## config.mk

```make
export PLATFORM = sky130hd
export DESIGN_NAME = any1_rob_ctrl
export DESIGN_NICKNAME = d
export VERILOG_FILES = /design/src/rtl/any1_rob_ctrl_pkg.sv /design/src/rtl/any1_rob_ctrl.sv
export SDC_FILE = /design/constraint.sdc
export NUM_CORES = 1
export LEC_CHECK = 0
export BUFFER_PORTS_ARGS = -buffer_cell sky130_fd_sc_hd__buf_4
export CORE_MARGIN = 2
export CORE_UTILIZATION = 30
export CTS_CLUSTER_DIAMETER = 100
export DETAILED_ROUTE_END_ITERATION = 8
export PLACE_DENSITY_LB_ADDON = 0.12
export SLEW_MARGIN = 20
export SYNTH_ARGS = -nofsm -noshare
export SYNTH_HDL_FRONTEND = slang
export SYNTH_SLANG_ARGS = --single-unit
```

## constraint.sdc

```tcl
create_clock -name clk_i -period 17.22 [get_ports clk_i]
set_input_delay 2.583 -clock clk_i [delete_from_list [all_inputs] [get_ports clk_i]]
set_output_delay 2.583 -clock clk_i [all_outputs]
set_load 0.005 [all_outputs]
```

## src/rtl/any1_rob_ctrl_pkg.sv

```systemverilog
`default_nettype none
// ============================================================================
//  Module      : any1_rob_ctrl_pkg
//  Description : Shared types for the ANY1 reorder-buffer controller.
//                ROB depth, rid type, head/tail pointer layout
//                (wrap bit + index) and controller state encoding.
//  Revision    : 1.0  initial release
// ============================================================================
package any1_rob_ctrl_pkg;

    localparam int ROB_ENTRIES = 64;

    typedef logic [5:0] Rid;

    // A wrap bit beside the index lets full (same index, different wrap)
    // be told apart from empty (identical pointers).
    typedef struct packed {
        logic wrap;
        Rid   idx;
    } rob_ptr_t;

    typedef enum logic [0:0] {
        RUN   = 1'b0,
        FLUSH = 1'b1
    } rob_state_t;

endpackage
`default_nettype wire

```

## src/rtl/any1_rob_ctrl.sv

```systemverilog
`default_nettype none
// ============================================================================
//  Module      : any1_rob_ctrl
//  Description : Reorder-buffer bookkeeping. Allocates rids at the tail,
//                records completions, offers the head for in-order commit
//                and truncates the tail on a branch redirect.
//  Ports       : clk_i, rst_i (async, active high)
//                alloc_req_i / alloc_gnt_o / alloc_rid_o   allocation
//                done_i / done_rid_i                       completion
//                cmt_o / cmt_rid_o / cmt_rdy_i             commit handshake
//                flush_i / flush_rid_i                     redirect
//                count_o / full_o / empty_o                occupancy status
//  Revision    : 1.0  initial release
// ============================================================================
module any1_rob_ctrl #(
    parameter int ROB_ENTRIES = any1_rob_ctrl_pkg::ROB_ENTRIES
) (
    input  logic       rst_i,
    input  logic       clk_i,
    input  logic       alloc_req_i,
    output logic       alloc_gnt_o,
    output logic [5:0] alloc_rid_o,
    input  logic       done_i,
    input  logic [5:0] done_rid_i,
    output logic       cmt_o,
    output logic [5:0] cmt_rid_o,
    input  logic       cmt_rdy_i,
    input  logic       flush_i,
    input  logic [5:0] flush_rid_i,
    output logic [6:0] count_o,
    output logic       full_o,
    output logic       empty_o
);
    import any1_rob_ctrl_pkg::*;

    localparam logic [6:0] c_N   = 7'(ROB_ENTRIES);
    localparam logic [6:0] c_MOD = 7'(2 * ROB_ENTRIES - 1);

    // Pointers are converted to a linear position in [0, 2N) so that
    // arithmetic on them is plain addition modulo 2N.
    function automatic logic [6:0] to_lin(input rob_ptr_t p);
        to_lin = (p.wrap ? c_N : 7'd0) + {1'b0, p.idx};
    endfunction

    function automatic rob_ptr_t from_lin(input logic [6:0] l);
        logic [6:0] m;
        m             = l & c_MOD;
        from_lin.wrap = (m >= c_N);
        from_lin.idx  = (m >= c_N) ? 6'(m - c_N) : m[5:0];
    endfunction

    // Distance of an entry from the head, modulo N (0 = oldest).
    function automatic logic [6:0] age_of(input logic [5:0] idx, input logic [5:0] head);
        logic [6:0] a;
        a = {1'b0, idx} + c_N - {1'b0, head};
        if (a >= c_N) a = a - c_N;
        age_of = a;
    endfunction

    rob_ptr_t               r_head;
    rob_ptr_t               r_tail;
    logic [ROB_ENTRIES-1:0] r_v;
    logic [ROB_ENTRIES-1:0] r_d;
    rob_state_t             r_state;

    logic                   w_full;
    logic                   w_empty;
    logic                   w_run;
    logic                   w_gnt;
    logic                   w_cmt;
    logic                   w_cmt_fire;
    logic                   w_flush_act;
    logic [6:0]             w_count;
    logic [6:0]             w_flush_age;
    rob_ptr_t               w_flush_tail;
    logic [ROB_ENTRIES-1:0] w_squash;
    logic [ROB_ENTRIES-1:0] w_v_next;
    logic [ROB_ENTRIES-1:0] w_d_next;

    assign w_count    = (to_lin(r_tail) - to_lin(r_head)) & c_MOD;
    assign w_full     = (r_tail.idx == r_head.idx) && (r_tail.wrap != r_head.wrap);
    assign w_empty    = (r_tail == r_head);
    assign w_run      = (r_state == RUN);
    // rst_i gates the grant so the combinational path is quiet during reset.
    assign w_gnt      = alloc_req_i & ~w_full & ~flush_i & w_run & ~rst_i;
    assign w_cmt      = r_v[r_head.idx] & r_d[r_head.idx] & w_run;
    assign w_cmt_fire = w_cmt & cmt_rdy_i;

    // A redirect to an unallocated rid squashes nothing and keeps the tail.
    assign w_flush_act  = flush_i & w_run & r_v[flush_rid_i];
    assign w_flush_age  = age_of(flush_rid_i, r_head.idx);
    assign w_flush_tail = from_lin(to_lin(r_head) + w_flush_age + 7'd1);

    // Everything strictly younger than the redirecting rid goes. The head
    // has age 0 and can never be squashed; entries past the tail are
    // already invalid, so no upper bound is needed.
    for (genvar gi = 0; gi < ROB_ENTRIES; gi++) begin : g_squash
        assign w_squash[gi] = w_flush_act && (age_of(6'(gi), r_head.idx) > w_flush_age);
    end

    always_comb begin
        w_v_next = r_v & ~w_squash;
        w_d_next = r_d;
        if (done_i && r_v[done_rid_i] && !w_squash[done_rid_i])
            w_d_next[done_rid_i] = 1'b1;
        if (w_gnt) begin
            w_v_next[r_tail.idx] = 1'b1;
            w_d_next[r_tail.idx] = 1'b0;
        end
        if (w_cmt_fire)
            w_v_next[r_head.idx] = 1'b0;
    end

    always_ff @(posedge clk_i or posedge rst_i) begin
        if (rst_i) begin
            r_head  <= '0;
            r_tail  <= '0;
            r_v     <= '0;
            r_d     <= '0;
            r_state <= RUN;
        end else begin
            case (r_state)
                RUN:     if (flush_i) r_state <= FLUSH;
                FLUSH:   r_state <= RUN;
                default: r_state <= RUN;
            endcase
            if (w_flush_act)
                r_tail <= w_flush_tail;
            else if (w_gnt)
                r_tail <= from_lin(to_lin(r_tail) + 7'd1);
            if (w_cmt_fire)
                r_head <= from_lin(to_lin(r_head) + 7'd1);
            r_v <= w_v_next;
            r_d <= w_d_next;
        end
    end

    assign alloc_gnt_o = w_gnt;
    assign alloc_rid_o = r_tail.idx;
    assign cmt_o       = w_cmt;
    assign cmt_rid_o   = r_head.idx;
    assign count_o     = w_count;
    assign full_o      = w_full;
    assign empty_o     = w_empty;

endmodule
`default_nettype wire

```

==> metrics.md <==
| Metric | Value |
|---|---|
| Layout cells sized above 1 | 0.116 |
| Sequential cell area fraction in the yosys report | 0.250 |
| # DRC | 0 |
| Skew final | 0.0163 ns |
| Crit path capture | r_d[16] |
| Antenna viol nets, final | 0 |
| Port Buf Inserts | 40 |
| Setup Crit Path Kind | primary input to flop |
| Area of the multi-input gates | 0.00980 sq mm |
| Worst Path Max Fanout | 32 |
| Max Slew Vio Count | 0 |
| Post-layout minimum cycle time | 7.91 ns |
| Routed WL per cell | 30.6 um |
| Tightest Hold Check Type | flop to flop |
| Vias in the first global route | 13800 |
| Total grt overflow | 0 |
| Worst R2R Path Depth | 18 |
| Max stage delay on crit path | 0.66 ns |
| Layout filler cell count | 4973 |
| Syn nets | 1873 |
| Largest net degree at the start of global routing | 64 |
| Crit path launch | flush_rid_i[0] |
| Worst path bufs/invs | 4 |
| Reg-to-Reg Start | cmt_rid_o[0] |
| Worst R2R End | r_d[16] |
| Syn avg cell area | 8.20 sq um |
| HPWL Detailed | 53000 um |
| Final Net Count | 1859 |
| CP required | 17.61 ns |
| RSZ-0062 raised after global routing | false |
| CTS max path bufs | 2 |
| Initial core utilization | 0.306 |
| Post-CTS sizing | 0 |
| Reg area | 0.00358 sq mm |
| Antenna diode count | 0 |
| Status | finished clean |
| GRT Util Overall | 0.291 |
| CTS tree | built |
| Setup violations, final | 0 |
| Vias per cell | 6.18 |
| RD Place Congestion | 0.946 |
| Skew-Pair Late Insertion Delay | 0.49 ns |
| Headroom to the max-slew limit | 0.217 |
| Worst setup SP type | primary input |
| Drt total wl | 71800 um |
| Slew at the pin with the worst max-slew slack | 1.17 ns |
| Endpoint type of the worst setup path | flop |
| Flops & latches, synth | 143 |
| Final Cycle Share | 0.459 |
| Initial DRT Pass Iterations | 8 |
| Synth Instances | 1743 |
| CTS buffer count | 17 |
| Initial antenna violation count | 1 |
| Chip Width | 222 um |
| Final-report hold violation count | 0 |
| Die height | 222 um |
| Site Rows | 79 |
| Mapped cell area | 0.0143 sq mm |
| Stages on worst setup path | 18 |
| Setup bufs post-CTS | 0 |
| Full die area | 0.0494 sq mm |
| Hold_buf cts | 0 |
| EDFF count, synth | 0 |
| Ys flop type | dfrtp_1 |
| CP delay by family, top | compound AO/OA/AOI/OAI gates |
| CP max stage cell | nor2_2 |
| Post-synth ARST share | 1.00 |
| Number of synthesis warnings | 0 |
| Reg2Reg Setup Slack | 10.49 ns |
| Max frequency | 0.126 GHz |
| Finished Layout Cells | 2349 |
| WP data arrival | 8.30 ns |
| Num ports | 41 |
| First-pass GRT wire length | 104000 um |
| H-Tree Level Count | 4 |
| Crit-path cells | buf_4 -> inv_1 -> ha_1 -> inv_1 -> fa_1 -> a211oi_2 -> nor2_1 -> nor2_2 -> inv_2 -> ha_1 -> o21ai_0 -> a31oi_1 -> o22ai_1 -> nor2_1 -> a311o_1 -> a2111oi_2 -> o311ai_2 -> a21oi_1 |
| Core ar. | 0.0468 sq mm |
| Setup TNS | 0 ns |
| Inst Count DP | 2317 |
| Num Clock Sinks | 143 |
| Fin util | 0.337 |
| Post-synth cell types | 93 |
| Root Buffer | clkbuf_16 |
| Max cap viols | 0 |
| Clock-pin slew on the worst setup and hold paths | 0.06 ns |
| Total number of vias | 14500 |
| Layout area overhead | 10.2% |
| Initial DRC count | 1737 |
==> cell usage after synthesis, types with 23 or more instances <==
master	count	share of area
a22oi_1	68	0.036
buf_2	34	0.012
a31oi_1	23	0.010
mux4_2	30	0.047
ha_1	109	0.095
o211ai_1	37	0.019
a21oi_1	112	0.039
maj3_1	34	0.024
dfrtp_1	143	0.25
nor3_1	31	0.011
xnor2_1	72	0.044
nand2_1	214	0.056
nor2b_1	33	0.014
inv_1	98	0.026
nor2_1	53	0.014
nand3_1	80	0.028
clkbuf_1	47	0.012
o21ai_0	170	0.060
==> worst register-to-register path: cells and delay by family, from the launching register on <==
| kind | cells | cell delay, ns |
|---|---|---|
| compound gates | 8 | 2.64 |
| fa+ha+maj | 3 | 1.19 |
| buf+inv | 4 | 1.42 |
| flops | 1 | 0.34 |
| simple gates | 3 | 1.06 |
==> placed cells by master, fill, tap and decap left out, types with 51 or more instances in the layout <==
master and n:
inv_1 97, ha_1 109, xnor2_1 72, o21ai_0 170, nand3_1 80, nand2_1 214
a22oi_1 68, a21oi_1 112, dfrtp_1 142, nor2_1 51, buf_4 81
==> per-layer routing <==
metal	global-route usage	share of wire
met2	0.426	0.43
met1	0.401	0.44
met5	0	0
met3	0.0637	0.077
met4	0.146	0.053
==> stage by stage <==
step | area (sq um) | worst slack [ns] | hold WS (ns)
6_report | 15700 | 9.31 | 0.481
3_5_place_dp | 15200 | 8.86 | 0.470
4_1_cts | 15700 | 9.43 | 0.485
5_1_grt | 15700 | 8.98 | 0.511
2_1_floorplan | 14300 | 8.35 | 0.437
3_3_place_gp | 15100 | 9.13 | 0.463
==> logic make-up (layout without fill, tap and decap cells) <==
kind of cell,count (synthesis),after routing,share of synthesized area
AOI/OAI and AO/OA,604,604,0.282
xor gates and xnor gates,85,85,0.0521
DFF,143,143,0.250
and+or+nand+nor,496,496,0.164
buffers and inverters,219,218,0.0659
muxes,47,47,0.0598
adders and majority gates,149,149,0.126
==> final cells by class <==
class                           count  area share
Sequential cell                   143       0.227
Tap cell                          607      0.0482
Inverter                          105      0.0255
Clock inverter                     10     0.00691
Multi-Input combinational cell   1381       0.623
Clock buffer                       22      0.0308
Timing Repair Buffer               81      0.0386
==> how the worst min path moves through the flow <==
stage	cells after the start	slack, ns	startpoint	to
floorplan	1	0.44	r_state	r_state
CTS	2	0.48	r_d[42]	r_d[42]
finish	2	0.48	r_d[44]	r_d[44]
global placement	2	0.46	r_d[42]	r_d[42]
detailed placement	2	0.47	r_d[47]	r_d[47]
global route	2	0.51	r_d[41]	r_d[41]
==> registers in the layout, summed over array words and instances (netlist names) <==
register / flops
r_state: 1
r_d: 64
cmt_rid_o: 6
r_head: 1
r_v: 64
r_tail: 1
alloc_rid_o: 6
Power is left out: the tool's default activity adds up to more than one toggle a clock period on the data nets, which glitch-free logic cannot reach.
